==> config.mk <==
export PLATFORM = sky130hd
export DESIGN_NAME = upif_bridge_flat
export DESIGN_NICKNAME = d
export VERILOG_FILES = /design/src/rtl/upif_bridge_if.sv /design/src/rtl/upif_bridge.sv /design/src/flat_wrapper.sv
export SDC_FILE = /design/constraint.sdc
export NUM_CORES = 1
export LEC_CHECK = 0
export ABC_AREA = 1
export BUFFER_PORTS_ARGS = -buffer_cell sky130_fd_sc_hd__buf_4
export CAP_MARGIN = 25
export CORE_ASPECT_RATIO = 0.75
export CORE_MARGIN = 2
export CORE_UTILIZATION = 50
export DETAILED_ROUTE_END_ITERATION = 7
export GPL_TIMING_DRIVEN = 1
export PLACE_DENSITY = 0.83
export SYNTH_ARGS = -nofsm -noshare
export SYNTH_HDL_FRONTEND = slang
export SYNTH_SLANG_ARGS = --single-unit
==> constraint.sdc <==
create_clock -name clk -period 2.3 [get_ports clk]
set_input_delay 0.575 -clock clk [delete_from_list [all_inputs] [get_ports clk]]
set_output_delay 0.575 -clock clk [all_outputs]
set_load 0.05 [all_outputs]
==> src/rtl/upif_bridge_if.sv <==
// Processor-side bus of the config register bank front end.
// master = processor, slave = upif_bridge.
interface upif_bridge_if #(
    parameter int AW = 8,
    parameter int DW = 8
);
    logic          pcs_;
    logic          prnw;
    logic [AW-1:0] paddr;
    logic [DW-1:0] pdi;
    logic [DW-1:0] pdo;
    logic          prdy;
    logic          perr;

    modport master (
        output pcs_, prnw, paddr, pdi,
        input  pdo, prdy, perr
    );

    modport slave (
        input  pcs_, prnw, paddr, pdi,
        output pdo, prdy, perr
    );
endinterface

==> src/rtl/upif_bridge.sv <==
// Synchronises the asynchronous chip-select bus into clk and performs one
// one-hot register access per pcs_ low period, returning the read data.
module upif_bridge #(
    parameter int AW   = 8,
    parameter int DW   = 8,
    parameter int NREG = 16
) (
    input  logic            clk,
    input  logic            rst_,
    upif_bridge_if.slave    bus,
    output logic [NREG-1:0] upen,
    output logic            upws,
    output logic [DW-1:0]   updi,
    input  logic [DW-1:0]   updo
);

    typedef enum logic [1:0] {
        S_IDLE,
        S_ACCESS,
        S_ACK
    } state_t;

    state_t          r_state;
    state_t          w_state_nxt;
    logic            r_cs_meta;
    logic            r_cs_s;
    logic            r_rd_q;
    logic            r_perr_q;
    logic [DW-1:0]   r_updi;
    logic [DW-1:0]   r_pdo;
    logic [NREG-1:0] r_upen;
    logic            r_upws;
    logic            r_prdy;
    logic            r_perr;
    logic            w_start;
    logic            w_in_range;
    logic [NREG-1:0] w_upen_nxt;
    logic            w_upws_nxt;
    logic            w_prdy_nxt;
    logic            w_perr_nxt;

    always_ff @(posedge clk or negedge rst_) begin
        if (!rst_) begin
            r_cs_meta <= 1'b1;
            r_cs_s    <= 1'b1;
        end else begin
            r_cs_meta <= bus.pcs_;
            r_cs_s    <= r_cs_meta;
        end
    end

    assign w_start    = (r_state == S_IDLE) && !r_cs_s;
    assign w_in_range = ({1'b0, bus.paddr} < (AW+1)'(NREG));

    always_ff @(posedge clk or negedge rst_) begin
        if (!rst_) begin
            r_state <= S_IDLE;
        end else begin
            r_state <= w_state_nxt;
        end
    end

    always_comb begin
        w_state_nxt = r_state;
        case (r_state)
            S_IDLE:   if (!r_cs_s) w_state_nxt = S_ACCESS;
            S_ACCESS: w_state_nxt = S_ACK;
            S_ACK:    if (r_cs_s) w_state_nxt = S_IDLE;
            default:  w_state_nxt = S_IDLE;
        endcase
    end

    // Enables are registered on the edge that latches the address, so they
    // come straight from flops for the whole ACCESS cycle.
    always_comb begin
        w_upen_nxt = '0;
        w_upws_nxt = 1'b0;
        if (w_start && w_in_range) begin
            for (int unsigned i = 0; i < NREG; i++) begin
                w_upen_nxt[i] = (bus.paddr == AW'(i));
            end
            w_upws_nxt = ~bus.prnw;
        end
        w_prdy_nxt = (w_state_nxt == S_ACK);
        w_perr_nxt = w_prdy_nxt & r_perr_q;
    end

    always_ff @(posedge clk or negedge rst_) begin
        if (!rst_) begin
            r_rd_q   <= 1'b0;
            r_perr_q <= 1'b0;
            r_updi   <= '0;
            r_pdo    <= '0;
            r_upen   <= '0;
            r_upws   <= 1'b0;
            r_prdy   <= 1'b0;
            r_perr   <= 1'b0;
        end else begin
            if (w_start) begin
                r_rd_q   <= bus.prnw;
                r_perr_q <= ~w_in_range;
                r_updi   <= bus.pdi;
            end
            if ((r_state == S_ACCESS) && r_rd_q) begin
                r_pdo <= r_perr_q ? '0 : updo;
            end
            r_upen <= w_upen_nxt;
            r_upws <= w_upws_nxt;
            r_prdy <= w_prdy_nxt;
            r_perr <= w_perr_nxt;
        end
    end

    assign upen     = r_upen;
    assign upws     = r_upws;
    assign updi     = r_updi;
    assign bus.pdo  = r_pdo;
    assign bus.prdy = r_prdy;
    assign bus.perr = r_perr;

endmodule

==> src/flat_wrapper.sv <==
// flat-port wrapper written by rule: the top's interface ports become plain ports
module upif_bridge_flat 
#(
    parameter int AW   = 8,
    parameter int DW   = 8,
    parameter int NREG = 16
)
  (clk, rst_, upen, upws, updi, updo, bus_pcs_, bus_prnw, bus_paddr, bus_pdi, bus_pdo, bus_prdy, bus_perr);
  upif_bridge_if #(.AW(AW), .DW(DW)) bus_i ();
  input  logic clk;
  input  logic rst_;
  output logic [NREG-1:0] upen;
  output logic upws;
  output logic [DW-1:0] updi;
  input  logic [DW-1:0] updo;
  input wire logic [$bits(bus_i.pcs_)-1:0] bus_pcs_;
  input wire logic [$bits(bus_i.prnw)-1:0] bus_prnw;
  input wire logic [$bits(bus_i.paddr)-1:0] bus_paddr;
  input wire logic [$bits(bus_i.pdi)-1:0] bus_pdi;
  output wire logic [$bits(bus_i.pdo)-1:0] bus_pdo;
  output wire logic [$bits(bus_i.prdy)-1:0] bus_prdy;
  output wire logic [$bits(bus_i.perr)-1:0] bus_perr;
  assign bus_i.pcs_ = bus_pcs_;
  assign bus_i.prnw = bus_prnw;
  assign bus_i.paddr = bus_paddr;
  assign bus_i.pdi = bus_pdi;
  assign bus_pdo = bus_i.pdo;
  assign bus_prdy = bus_i.prdy;
  assign bus_perr = bus_i.perr;
  upif_bridge #(.AW(AW), .DW(DW), .NREG(NREG)) u_core (.clk(clk), .rst_(rst_), .bus(bus_i), .upen(upen), .upws(upws), .updi(updi), .updo(updo));
endmodule
== Yosys cells after proc, flatten, opt, wreduce, memory -nomap -nowiden ==
Index checks and enable logic that the tools add are counted.

* Register bits after elaboration: 41
* Input port bits: 28
* Output and inout port bits: 35
* Word-level logic and storage cells: 45

* $lt $le $gt $ge: 1
* Equal/unequal tests: 18
* Muxes and demuxes: 6
* Bitwise logic cells: 3
* Reductions and logical operators: 6

{| class="wikitable"
|+ Operators with widths
! cell !! count
|-
| $eq 8x4->1 const B || 8
|-
| $eq 8x3->1 const B || 4
|-
| $eq 8x2->1 const B || 2
|-
| $mux 16 || 1
|-
| $eq 8x1->1 const B || 1
|-
| $logic_not 8->1 || 1
|-
| $lt 8x5->1 const B || 1
|-
| $mux 8 || 1
|-
| $pmux 2 s3 || 1
|-
| $eq 2x2->1 const B || 2
|-
| $mux 2 || 2
|-
| $logic_and 1x1->1 || 3
|-
| $eq 2x1->1 const B || 1
|-
| $logic_not 2->1 || 1
|-
| $not 1->1 || 2
|-
| $and 1x1->1 || 1
|-
| $logic_not 1->1 || 1
|-
| $mux 1 || 1
|}

== Depth between registers and ports, before layout ==
Gate-level depths: netlist of the first run.

* Depth in word-level cells: 4
* Gate-level depth with buffers: 6

== Worst setup path before layout of the first run ==
Ideal clock, no wire load.

* Path kind: register to output
* From: register u_core.r_pdo[0] (netlist: u_core.bus.pdo[0])
* To: output port bus_pdo[0]
* Arrival time: 0.600 ns
* Data required time: 1.725 ns
* Setup slack: 1.125 ns
* Stages on the path, launching flop included: 1
* Buffers on the path: 0
* Path through: dfrtp_1

{| class="wikitable"
|+ RTL lines
! what !! RTL line !! text
|-
| start, declared || upif_bridge.sv:30 || <nowiki>logic [DW-1:0] r_pdo;</nowiki>
|-
| start signal, assigned || upif_bridge.sv:105 || <nowiki>r_pdo <= r_perr_q ? '0 : updo;</nowiki>
|-
| end, declared || flat_wrapper.sv:20 || <nowiki>output wire logic [$bits(bus_i.pdo)-1:0] bus_pdo;</nowiki>
|}

No word-level cell between the ends.

== Final worst setup path of the first run ==
* From: register u_core.r_updi[7] (netlist: u_core.updi[7])
* To: output port updi[7]

{| class="wikitable"
|+ RTL lines
! what !! RTL line !! text
|-
| start, declared || upif_bridge.sv:29 || <nowiki>logic [DW-1:0] r_updi;</nowiki>
|-
| start signal, assigned || upif_bridge.sv:102 || <nowiki>r_updi <= bus.pdi;</nowiki>
|-
| end, declared || flat_wrapper.sv:14 || <nowiki>output logic [DW-1:0] updi;</nowiki>
|}

No word-level cell between the ends.

==> results of run 1 <==
[power by group through the flow]
stage / combinational, mW / sequential, mW / clock, mW
2_1_floorplan: 0.258 / 1.49 / 0
3_3_place_gp: 1.08 / 0.998 / 0
3_5_place_dp: 1.09 / 1.00 / 0
4_1_cts: 1.10 / 0.993 / 0.437
5_1_grt: 1.17 / 1.01 / 0.476
6_report: 1.08 / 0.994 / 0.428
[layout make-up]
| class | instances | share of cell area (%) |
|---|---|---|
| Multi-Input combinational cell | 110 | 21.2 |
| Sequential cell | 41 | 48.4 |
| Timing Repair Buffer | 62 | 21.9 |
| Tap cell | 38 | 2.24 |
| Inverter | 14 | 2.47 |
| Clock buffer | 8 | 3.77 |
[sequential cells by signal, indices dropped and copies added (netlist names)]
signal            flops
u_core.r_cs_s         1
u_core.r_state        2
u_core.bus.pdo        8
u_core.upws           1
u_core.r_rd_q         1
u_core.r_cs_meta      1
u_core.bus.perr       1
u_core.upen          16
u_core.bus.prdy       1
u_core.updi           8
u_core.r_perr_q       1
[worst paths after layout]
check,startpoint,to,slack (ns),cells past startpoint
worst max-delay path,u_core.updi[7],updi[7],0.86,1
worst min register to register,u_core.r_cs_meta,u_core.r_cs_s,0.36,0
worst min-delay path,rst_,u_core.updi[4],0.25,1
max in group asynchronous,rst_,u_core.r_cs_meta,1.69,1
min in group clk,u_core.r_cs_meta,u_core.r_cs_s,0.36,0
worst max register to register,u_core.r_state[0],u_core.upen[5],0.99,5
[layout by cell type, fill, tap and decap left out]
cell                        n
sky130_fd_sc_hd__nand2_1   69
sky130_fd_sc_hd__buf_4     62
sky130_fd_sc_hd__dfrtp_1   39
sky130_fd_sc_hd__nor2_1    25
sky130_fd_sc_hd__inv_1     12
sky130_fd_sc_hd__o21ai_0    8
sky130_fd_sc_hd__clkbuf_8   5
sky130_fd_sc_hd__clkbuf_1   3
sky130_fd_sc_hd__nand2_2    2
sky130_fd_sc_hd__nand3_1    2
sky130_fd_sc_hd__nand3_2    2
sky130_fd_sc_hd__dfstp_2    2
sky130_fd_sc_hd__inv_2      1
sky130_fd_sc_hd__nor2_4     1
sky130_fd_sc_hd__clkinv_1   1
sky130_fd_sc_hd__a21oi_1    1
[routing by layer]
metal | track usage (%) | wire (µm)
met1 | 25.3 | 1340
met4 | 9.00 | 57
met5 | 0 | 0
met2 | 33.5 | 1600
met3 | 4.09 | 159
[cells by family after synthesis]
| family | Yosys count |
|---|---|
| simple gates | 101 |
| buf+inv | 17 |
| compound gates | 9 |
| flops | 41 |
==> PnR_summary.wiki, run 1 <==
{| class="wikitable"
! Metric !! Value
|-
| Run status || finished, final reports clean
|-
| Sequential fraction of the synthesis area || ~66%
|-
| Number of antenna violations at the first check in global routing || 0
|-
| Total wirelength of the detailed-routed design || 3150 µm
|-
| Ant. Diodes || 0
|-
| Static Leak || around 1.2 nW
|-
| Max-slew violation count || 0
|-
| Slowest cell delay on critical path || between 0.3 and 0.4 ns
|-
| Final total negative setup slack || 0 ns
|-
| Level count of the clock H-tree || 2
|-
| Buffers on Ports || 62
|-
| HPWL Detailed || between 2000 and 2500 µm
|-
| Switching fraction of total power || around 44%
|-
| Final ANT Viol Nets || 0
|-
| Share of post-route cells with drive strength above 1 || about a third
|-
| Adder-cell share of the synthesized area || 0%
|-
| Utilization after layout || a little under three quarters
|-
| Net switching power || between 1 and 1.5 mW
|-
| Most instantiated library cell after synthesis || sky130_fd_sc_hd__nand2_1
|-
| Die area || ~3600 µm²
|-
| Via density per instance || between 4 and 5
|-
| Footprint of the flip-flops and latches || 1030 µm²
|-
| Synthesized area per cell || between 9 and 10 µm²
|-
| Type of the most critical hold path || primary input to asynchronous set/reset pin
|-
| Number of design rule violations left after detail routing || 0
|-
| Slew Limit Headroom || ~68%
|-
| Number of CTS-inserted buffers || 5
|-
| Min setup slack post-route || 0.856 ns
|-
| Root Buffer Master || sky130_fd_sc_hd__clkbuf_8
|-
| Async S/R FF share, synth || 100%
|-
| Initial cell density of the core || between 50% and 60%
|-
| Overall power of the completed layout || roughly 2.5 mW
|-
| DRC marker count from the first detailed-route iteration || between 100 and 150
|-
| Vertical extent of the die || between 50 and 60 µm
|-
| Leftover overflow at the end of global routing || 0
|-
| GRT Util Overall || about 20%
|-
| Synth Register Bits || 41
|-
| Crit. End Element || output pin
|-
| Cell Count Post-Placement || approximately 270
|-
| Synth warnings || 0
|-
| Slew @ Worst Pin || 0.477 ns
|-
| Category of the most critical setup path || flop to output pin
|-
| Worst-case clock buffer depth || 2
|-
| Ratio of final minimum period to clock period || about 63%
|-
| Fill cells || between 200 and 250
|-
| Leading cell types by total area after synthesis || sky130_fd_sc_hd__dfrtp_1, sky130_fd_sc_hd__nand2_1, sky130_fd_sc_hd__nor2_1, sky130_fd_sc_hd__dfstp_2, sky130_fd_sc_hd__inv_1
|-
| Largest fanout on the critical path || 2
|-
| Pin count of the biggest net entering global routing || 42
|-
| Total power density per cell area || between 1000 and 1500 nW/µm²
|-
| Total non-filler cell area in the finished layout || 2130 µm²
|-
| Area post-placement || slightly above 2000 µm²
|-
| Proportion of power drawn by the clock network || between 15 and 20%
|-
| Peak supply drop || approximately 580 µV
|-
| Cells traversed along the worst timing path || buf_4
|-
| Worst Path Arrival || 0.87 ns
|-
| Internal power consumption || roughly 1.4 mW
|-
| Cell type contributing the most total cell area after synthesis || sky130_fd_sc_hd__dfrtp_1
|-
| Number of global-route vias before repair || ~1,200
|-
| Number of maximum-capacitance violations || 0
|-
| XOR/XNOR share of the synthesized area || 0%
|-
| RSZ-0062 raised after global routing || no
|-
| Comb pwr share || between 40% and 50%
|-
| Post-CTS sizing || 0
|-
| Clock-pin slew on the worst setup and hold paths || 0.07 ns
|-
| Footprint of the multi-input gates || approximately 450 µm²
|-
| Post-CTS Hold Buffers || 0
|-
| Portion of synthesized cell area occupied by the leading cell type || a little over three fifths
|-
| Maximum clock frequency || about 690 MHz
|-
| Cell Count, Final, Fillers Out || 273
|-
| Complex-gate fraction of the synthesized area || slightly below 3%
|-
| Routability cong. || 0.796
|-
| CP max-delay cell || sky130_fd_sc_hd__dfrtp_1
|-
| Fin nets || roughly 260
|-
| Per-cell routed wire length || roughly 12 µm
|-
| Post-Route Hold Slack || about 0.25 ns
|-
| Simple-gate share of the synthesized area || a little over a quarter
|-
| Buffers plus inverters on the worst setup path || 1
|-
| First-pass DRT Iterations || 4
|-
| Sink Count || around 40
|-
| Number of synthesized flops with an enable pin || 0
|-
| Area Growth Syn to Fin || 36.2%
|-
| Minimum clock period || 1.44 ns
|-
| Fraction of synthesized area in multiplexers || 0%
|-
| Layout Skew || between 0.004 and 0.005 ns
|-
| Commonest cells in the netlist || sky130_fd_sc_hd__nand2_1, sky130_fd_sc_hd__dfrtp_1, sky130_fd_sc_hd__nor2_1
|-
| Total setup buffers inserted after CTS || 0
|-
| Library cells used by synthesis || 15
|-
| Post-place setup slack || 0.923 ns
|-
| Syn Inst Count || 168
|-
| Part of the power in registers || 39.7%
|-
| Core Area || approximately 3000 µm²
|-
| Clock tree from TritonCTS || built
|-
| Largest family of logic cells by synthesized area || simple AND/OR/NAND/NOR gates
|-
| Via count || 1,256
|-
| I/O pin cnt || between 60 and 70
|-
| Required time worst endpoint || around 1.7 ns
|-
| Synthesized area || between 1500 and 2000 µm²
|-
| Horizontal die dimension || approximately 69 µm
|-
| Hold Fails Final Rpt || 0
|-
| Kind of cell adding the most delay to the critical path || flip-flops
|-
| Nets in the synthesized netlist || 196
|-
| Std-Cell Rows || 17
|-
| Final Setup Violations || 0
|-
| Type of origin of the critical path || flop
|-
| Most instantiated flip-flop cell in the synthesis netlist || sky130_fd_sc_hd__dfrtp_1
|-
| First-pass GRT wire length || between 5000 and 6000 µm
|-
| Clock latency on the worst-skew pair || 0.28 ns
|}
Note: power is estimated with default switching activity, not from simulation.
==> inputs of run 2 (changes only) <==
Settings changed: CORE_UTILIZATION 50 to 47, PLACE_DENSITY 0.83 to 0.79.
Clock period 2.3 ns to 1.45 ns, I/O delays scaled along.
==> PnR_summary.wiki, run 2 (synthesized netlist as in run 1, its figures left out) <==
{| class="wikitable"
! Metric !! Value
|-
| Number of maximum-capacitance violations || 0 (unchanged)
|-
| GRT Util Overall || 17.5% (-2.7 points)
|-
| Final Setup Violations || 0 (unchanged)
|-
| Routability cong. || 0.720 (-9.5%)
|-
| Ant. Diodes || 0 (unchanged)
|-
| Root Buffer Master || sky130_fd_sc_hd__clkbuf_8
|-
| Internal power consumption || 2.29 mW (+62%)
|-
| Net switching power || 1.72 mW (+58%)
|-
| Via density per instance || 4.63 (+0.70%)
|-
| First-pass DRT Iterations || 5 (+1)
|-
| Worst-case clock buffer depth || 2 (unchanged)
|-
| Horizontal die dimension || 70.5 µm (+3.0%)
|-
| Static Leak || 1.17 nW (+0.52%)
|-
| Total setup buffers inserted after CTS || 0 (unchanged)
|-
| Part of the power in registers || 39.4% (-0.3 points)
|-
| Sink Count || 41 (unchanged)
|-
| Number of design rule violations left after detail routing || 0 (unchanged)
|-
| DRC marker count from the first detailed-route iteration || 79 (-31%)
|-
| Required time worst endpoint || 1.66 ns (-0.07 ns)
|-
| Most common cell after layout, fill and taps aside || sky130_fd_sc_hd__nand2_1
|-
| Post-CTS Hold Buffers || 0 (unchanged)
|-
| Via count || 1,274 (+1.4%)
|-
| Final ANT Viol Nets || 0 (unchanged)
|-
| Type of the most critical hold path || primary input to asynchronous set/reset pin
|-
| Run status || finished, final reports clean
|-
| Utilization after layout || 66.4% (-5.5 points)
|-
| Maximum clock frequency || ~760 MHz
|-
| Hold Fails Final Rpt || 0 (unchanged)
|-
| Number of CTS-inserted buffers || 5 (unchanged)
|-
| HPWL Detailed || 2250 µm (-2.6%)
|-
| Area Growth Syn to Fin || 37.0%
|-
| Number of global-route vias before repair || 1,108 (-8.9%)
|-
| Total wirelength of the detailed-routed design || 3150 µm (about the same)
|-
| Category of the most critical setup path || flop to flop
|-
| RSZ-0062 raised after global routing || no
|-
| Post-Route Hold Slack || 0.0285 ns (-0.219 ns)
|-
| First-pass GRT wire length || 4930 µm (-4.2%)
|-
| Ratio of final minimum period to clock period || between 90% and 100%
|-
| Clock tree from TritonCTS || built
|-
| Initial cell density of the core || 48.4% (-4.3 points)
|-
| Largest fanout on the critical path || 17 (+15)
|-
| Commonest non-fill, non-tap cells in the layout || sky130_fd_sc_hd__nand2_1, sky130_fd_sc_hd__buf_4, sky130_fd_sc_hd__dfrtp_1
|-
| Slew @ Worst Pin || 0.485 ns (+0.00839 ns)
|-
| Proportion of power drawn by the clock network || 18.3% (+1.2 points)
|-
| Share of post-route cells with drive strength above 1 || 32.3% (+0.43 points)
|-
| Max-slew violation count || 0 (unchanged)
|-
| Layout Skew || 0.0123 ns (+0.00737 ns)
|-
| Comb pwr share || 42.3% (-1.0 points)
|-
| Buffers on Ports || 62 (unchanged)
|-
| I/O pin cnt || 63 (unchanged)
|-
| Post-place setup slack || 0.141 ns (-0.782 ns)
|-
| Clock-pin slew on the worst setup and hold paths || 0.08 ns (about the same)
|-
| Number of antenna violations at the first check in global routing || 0 (unchanged)
|-
| Level count of the clock H-tree || 2 (unchanged)
|-
| Minimum clock period || 1.31 ns
|-
| Std-Cell Rows || 18 (+1)
|-
| Post-CTS sizing || 0 (unchanged)
|-
| Peak supply drop || 739 µV (+28%)
|-
| Leftover overflow at the end of global routing || 0 (unchanged)
|-
| Type of origin of the critical path || flop
|-
| Slew Limit Headroom || 67.7% (-0.56 points)
|-
| Switching fraction of total power || 43.0% (-0.65 points)
|-
| Pin count of the biggest net entering global routing || 42 (unchanged)
|-
| Crit. End Element || flop
|-
| Worst Path Arrival || 1.52 ns (+0.65 ns)
|-
| Vertical extent of the die || 53.9 µm (+2.9%)
|-
| Per-cell routed wire length || 11.5 µm (-0.79%)
|-
| Flip-flop count of the largest register, all copies and words added || 16 (unchanged)
|-
| Min setup slack post-route || 0.136 ns (-0.720 ns)
|-
| Clock latency on the worst-skew pair || 0.29 ns (about the same)
|-
| Fin nets || 262 (unchanged)
|-
| Final total negative setup slack || 0 ns (unchanged)
|-
| Total power density per cell area || 1880 nW/µm² (+59%)
|-
| Core Area || 3220 µm² (+8.9%)
|-
| Die area || 3800 µm² (+5.9%)
|}
==> run 2: final cells by class <==
type | count | area [µm²]
inverters | 14 | 52.6
multi-input cells | 110 | 452
repair buffers | 62 | 465
well taps | 40 | 50.0
fillers | 270 | 1080
flip-flops and latches | 41 | 1030
clock buffers | 8 | 90.1
==> run 2: worst paths after layout <==
kind / from / to / slack (ns) / cells after the start
min reg2reg: u_core.r_cs_meta / u_core.r_cs_s / 0.36 / 0
max: u_core.r_state[0] / u_core.upen[6] / 0.14 / 5
min in group clk: bus_pcs_ / u_core.r_cs_meta / 0.19 / 1
min: rst_ / u_core.updi[7] / 0.03 / 1
max in group asynchronous: rst_ / u_core.r_cs_meta / 1.05 / 1
max reg2reg: u_core.r_state[0] / u_core.upen[6] / 0.14 / 5
==> run 2: per-stage QoR <==
stage / power (mW) / cell area, µm² / instances
2_1_floorplan: 2.76 / 1560 / 168
3_3_place_gp: 3.27 / 2050 / 267
3_5_place_dp: 3.31 / 2050 / 267
4_1_cts: 4.05 / 2140 / 275
5_1_grt: 4.25 / 2140 / 275
6_report: 4.01 / 2140 / 275
==> run 2: power groups by stage <==
stage | clock network, mW | logic [mW] | registers (mW)
2_1_floorplan | 0 | 0.409 | 2.36
3_3_place_gp | 0 | 1.69 | 1.59
3_5_place_dp | 0 | 1.71 | 1.60
4_1_cts | 0.756 | 1.71 | 1.58
5_1_grt | 0.823 | 1.82 | 1.61
6_report | 0.734 | 1.70 | 1.58
==> run 2: layer usage <==
metal | vias up | GRT usage [%] | part of all wire (%)
met5 | - | 0 | 0
li1 | 637 | - | -
met2 | 44 | 27.2 | 49
met3 | 4 | 7.68 | 7.5
met4 | 0 | 4.72 | 0.51
met1 | 589 | 22.7 | 43
==> run 2: worst max-delay path, cell delays in order (launching register included) <==
cell	delay, ns
sky130_fd_sc_hd__dfrtp_1	0.41
sky130_fd_sc_hd__inv_2	0.09
sky130_fd_sc_hd__nand2_2	0.06
sky130_fd_sc_hd__nor2_4	0.24
sky130_fd_sc_hd__nand2_2	0.25
sky130_fd_sc_hd__nor2_1	0.16
==> inputs of run 3 (changes only) <==
Settings changed: CORE_ASPECT_RATIO 0.75 to 0.7, CORE_UTILIZATION 47 to 45, PLACE_DENSITY 0.79 to 0.76.
==> PnR_summary.wiki, run 3 (synthesized netlist as in run 1, its figures left out) <==
{| class="wikitable"
! Metric !! Value
|-
| Run status || finished, final reports clean
|-
| Category of the most critical setup path || flop to output pin
|-
| Largest fanout on the critical path || 2 (-15)
|-
| CP max-delay cell || sky130_fd_sc_hd__dfrtp_1
|-
| Slowest cell delay on critical path || 0.39 ns (-0.02 ns)
|-
| Most common cell after layout, fill and taps aside || sky130_fd_sc_hd__nand2_1
|-
| Vertical extent of the die || 53.3 µm (-1.2%)
|-
| I/O pin cnt || 63 (unchanged)
|-
| DRC marker count from the first detailed-route iteration || 36 (-54%)
|-
| HPWL Detailed || 2330 µm (+3.4%)
|-
| Root Buffer Master || sky130_fd_sc_hd__clkbuf_8
|-
| Type of origin of the critical path || flop
|-
| Horizontal die dimension || 74.4 µm (+5.5%)
|-
| Number of maximum-capacitance violations || 0 (unchanged)
|-
| Ant. Diodes || 0 (unchanged)
|-
| Peak supply drop || 1030 µV (+39%)
|-
| Share of post-route cells with drive strength above 1 || 33.2% (+0.85 points)
|-
| Clock-pin slew on the worst setup and hold paths || 0.08 ns (about the same)
|-
| Final Setup Violations || 0 (unchanged)
|-
| Worst-case clock buffer depth || 2 (unchanged)
|-
| Clock latency on the worst-skew pair || 0.29 ns (about the same)
|-
| Die area || 3960 µm² (+4.2%)
|-
| Layout Skew || 0.00632 ns (-0.00603 ns)
|-
| GRT Util Overall || 17.8% (+0.34 points)
|-
| Via count || 1,245 (-2.3%)
|-
| Via density per instance || 4.41 (-4.7%)
|-
| Hold Fails Final Rpt || 0 (unchanged)
|-
| Total wirelength of the detailed-routed design || 3200 µm (+1.4%)
|-
| Buffers on Ports || 62 (unchanged)
|-
| Post-Route Hold Slack || 0.0367 ns (+0.00823 ns)
|-
| Cells traversed along the worst timing path || buf_4
|-
| Flip-flop count of the largest register, all copies and words added || 16 (unchanged)
|-
| Clock tree from TritonCTS || built
|-
| First-pass DRT Iterations || 4 (-1)
|-
| Kind of cell adding the most delay to the critical path || flip-flops
|-
| Core Area || 3230 µm² (+0.39%)
|-
| Number of global-route vias before repair || 1,138 (+2.7%)
|-
| Buffers plus inverters on the worst setup path || 1 (unchanged)
|-
| RSZ-0062 raised after global routing || no
|-
| Per-cell routed wire length || 11.3 µm (-1.1%)
|-
| Final total negative setup slack || 0 ns (unchanged)
|-
| Worst Path Arrival || 0.88 ns (-0.64 ns)
|-
| Fin nets || 262 (unchanged)
|-
| Final ANT Viol Nets || 0 (unchanged)
|-
| Number of CTS-inserted buffers || 5 (unchanged)
|-
| Max-slew violation count || 0 (unchanged)
|-
| Level count of the clock H-tree || 2 (unchanged)
|-
| Slew Limit Headroom || 67.7% (about the same)
|-
| Leftover overflow at the end of global routing || 0 (unchanged)
|-
| Static Leak || 1.18 nW (+0.82%)
|-
| Worst Reg2Reg Path Length in Cells || 5 (unchanged)
|-
| First-pass GRT wire length || 5020 µm (+1.8%)
|-
| Type of the most critical hold path || primary input to asynchronous set/reset pin
|-
| Routability cong. || 0.740 (+2.8%)
|-
| Required time worst endpoint || 1.09 ns (-0.57 ns)
|-
| Crit. End Element || output pin
|-
| Area Growth Syn to Fin || 37.7%
|-
| Std-Cell Rows || 17 (-1)
|-
| Number of design rule violations left after detail routing || 0 (unchanged)
|-
| Total power density per cell area || 1860 nW/µm² (-1.1%)
|-
| Number of antenna violations at the first check in global routing || 0 (unchanged)
|-
| Pin count of the biggest net entering global routing || 42 (unchanged)
|-
| Ratio of final minimum period to clock period || 85.8% (-4.8 points)
|-
| Minimum clock period || 1.24 ns (-0.0696 ns)
|-
| Initial cell density of the core || 48.3% (-0.19 points)
|-
| Maximum clock frequency || 804 MHz (+5.6%)
|-
| Total setup buffers inserted after CTS || 0 (unchanged)
|-
| Crit. path cell count || 1 (-4)
|-
| Commonest non-fill, non-tap cells in the layout || sky130_fd_sc_hd__nand2_1, sky130_fd_sc_hd__buf_4, sky130_fd_sc_hd__dfrtp_1
|-
| Slew @ Worst Pin || 0.484 ns (-0.000688 ns)
|-
| Sink Count || 41 (unchanged)
|}
[run 3: cell count changes in the layout (fill, tap and decap cells not counted), sizes merged]
| cell | change |
|---|---|
| clkinv | +2 |
| clkbuf | -3 |
| clkinvlp | +1 |
[run 3: path summary, 6_finish.rpt]
kind / start / to / slack [ns]
min in group clk: bus_pcs_ / u_core.r_cs_meta / 0.18
max reg2reg: u_core.r_state[0] / u_core.upen[15] / 0.23
min: rst_ / u_core.updi[0] / 0.04
max: u_core.bus.pdo[5] / bus_pdo[5] / 0.21
max in group asynchronous: rst_ / u_core.r_cs_s / 1.06
min reg2reg: u_core.r_cs_meta / u_core.r_cs_s / 0.37
[run 3: timing repair]
item | 4_1_cts | 5_1_grt
setup endpoints to repair | 0 | 2
resized for setup | 0 | 1
hold buffers | 0 | 0
[run 3: layout make-up]
type / instances / area (µm²)
multi-input combinational: 110 / 457
clock inverter: 3 / 17.5
fill: 293 / 1080
sequential: 41 / 1030
tap: 47 / 58.8
timing repair buffer: 62 / 465
inverter: 14 / 52.6
clock buffer: 5 / 68.8
[run 3: per-stage QoR]
| step | cells | power [mW] | setup slack [ns] | cell area, µm² | util [%] |
|---|---|---|---|---|---|
| finish | 282 | 3.99 | 0.206 | 2150 | 66.4 |
| CTS | 282 | 4.02 | 0.111 | 2140 | 66.3 |
| detailed placement | 274 | 3.31 | 0.113 | 2060 | 63.6 |
| global placement | 274 | 3.29 | 0.198 | 2060 | 63.6 |
| global route | 282 | 4.21 | 0.109 | 2150 | 66.4 |
| floorplan | 168 | 2.76 | 0.367 | 1560 | - |
[run 3: layer usage]
| layer | vias to the layer above | global-route usage (%) | wire [µm] |
|---|---|---|---|
| li1 | 636 | - | - |
| met1 | 570 | 23.1 | 1470 |
| met2 | 35 | 27.1 | 1490 |
| met3 | 4 | 7.62 | 216 |
| met4 | 0 | 5.36 | 24 |
| met5 | - | 0 | 0 |
[run 3: power by group]
group	leakage, nW	switching [mW]	internal (mW)	total [mW]
Clock	0.0439	0.370	0.332	0.702
Sequential	0.538	0.159	1.42	1.58
Combinational	0.597	1.22	0.483	1.71
Total	1.18	1.75	2.23	3.99
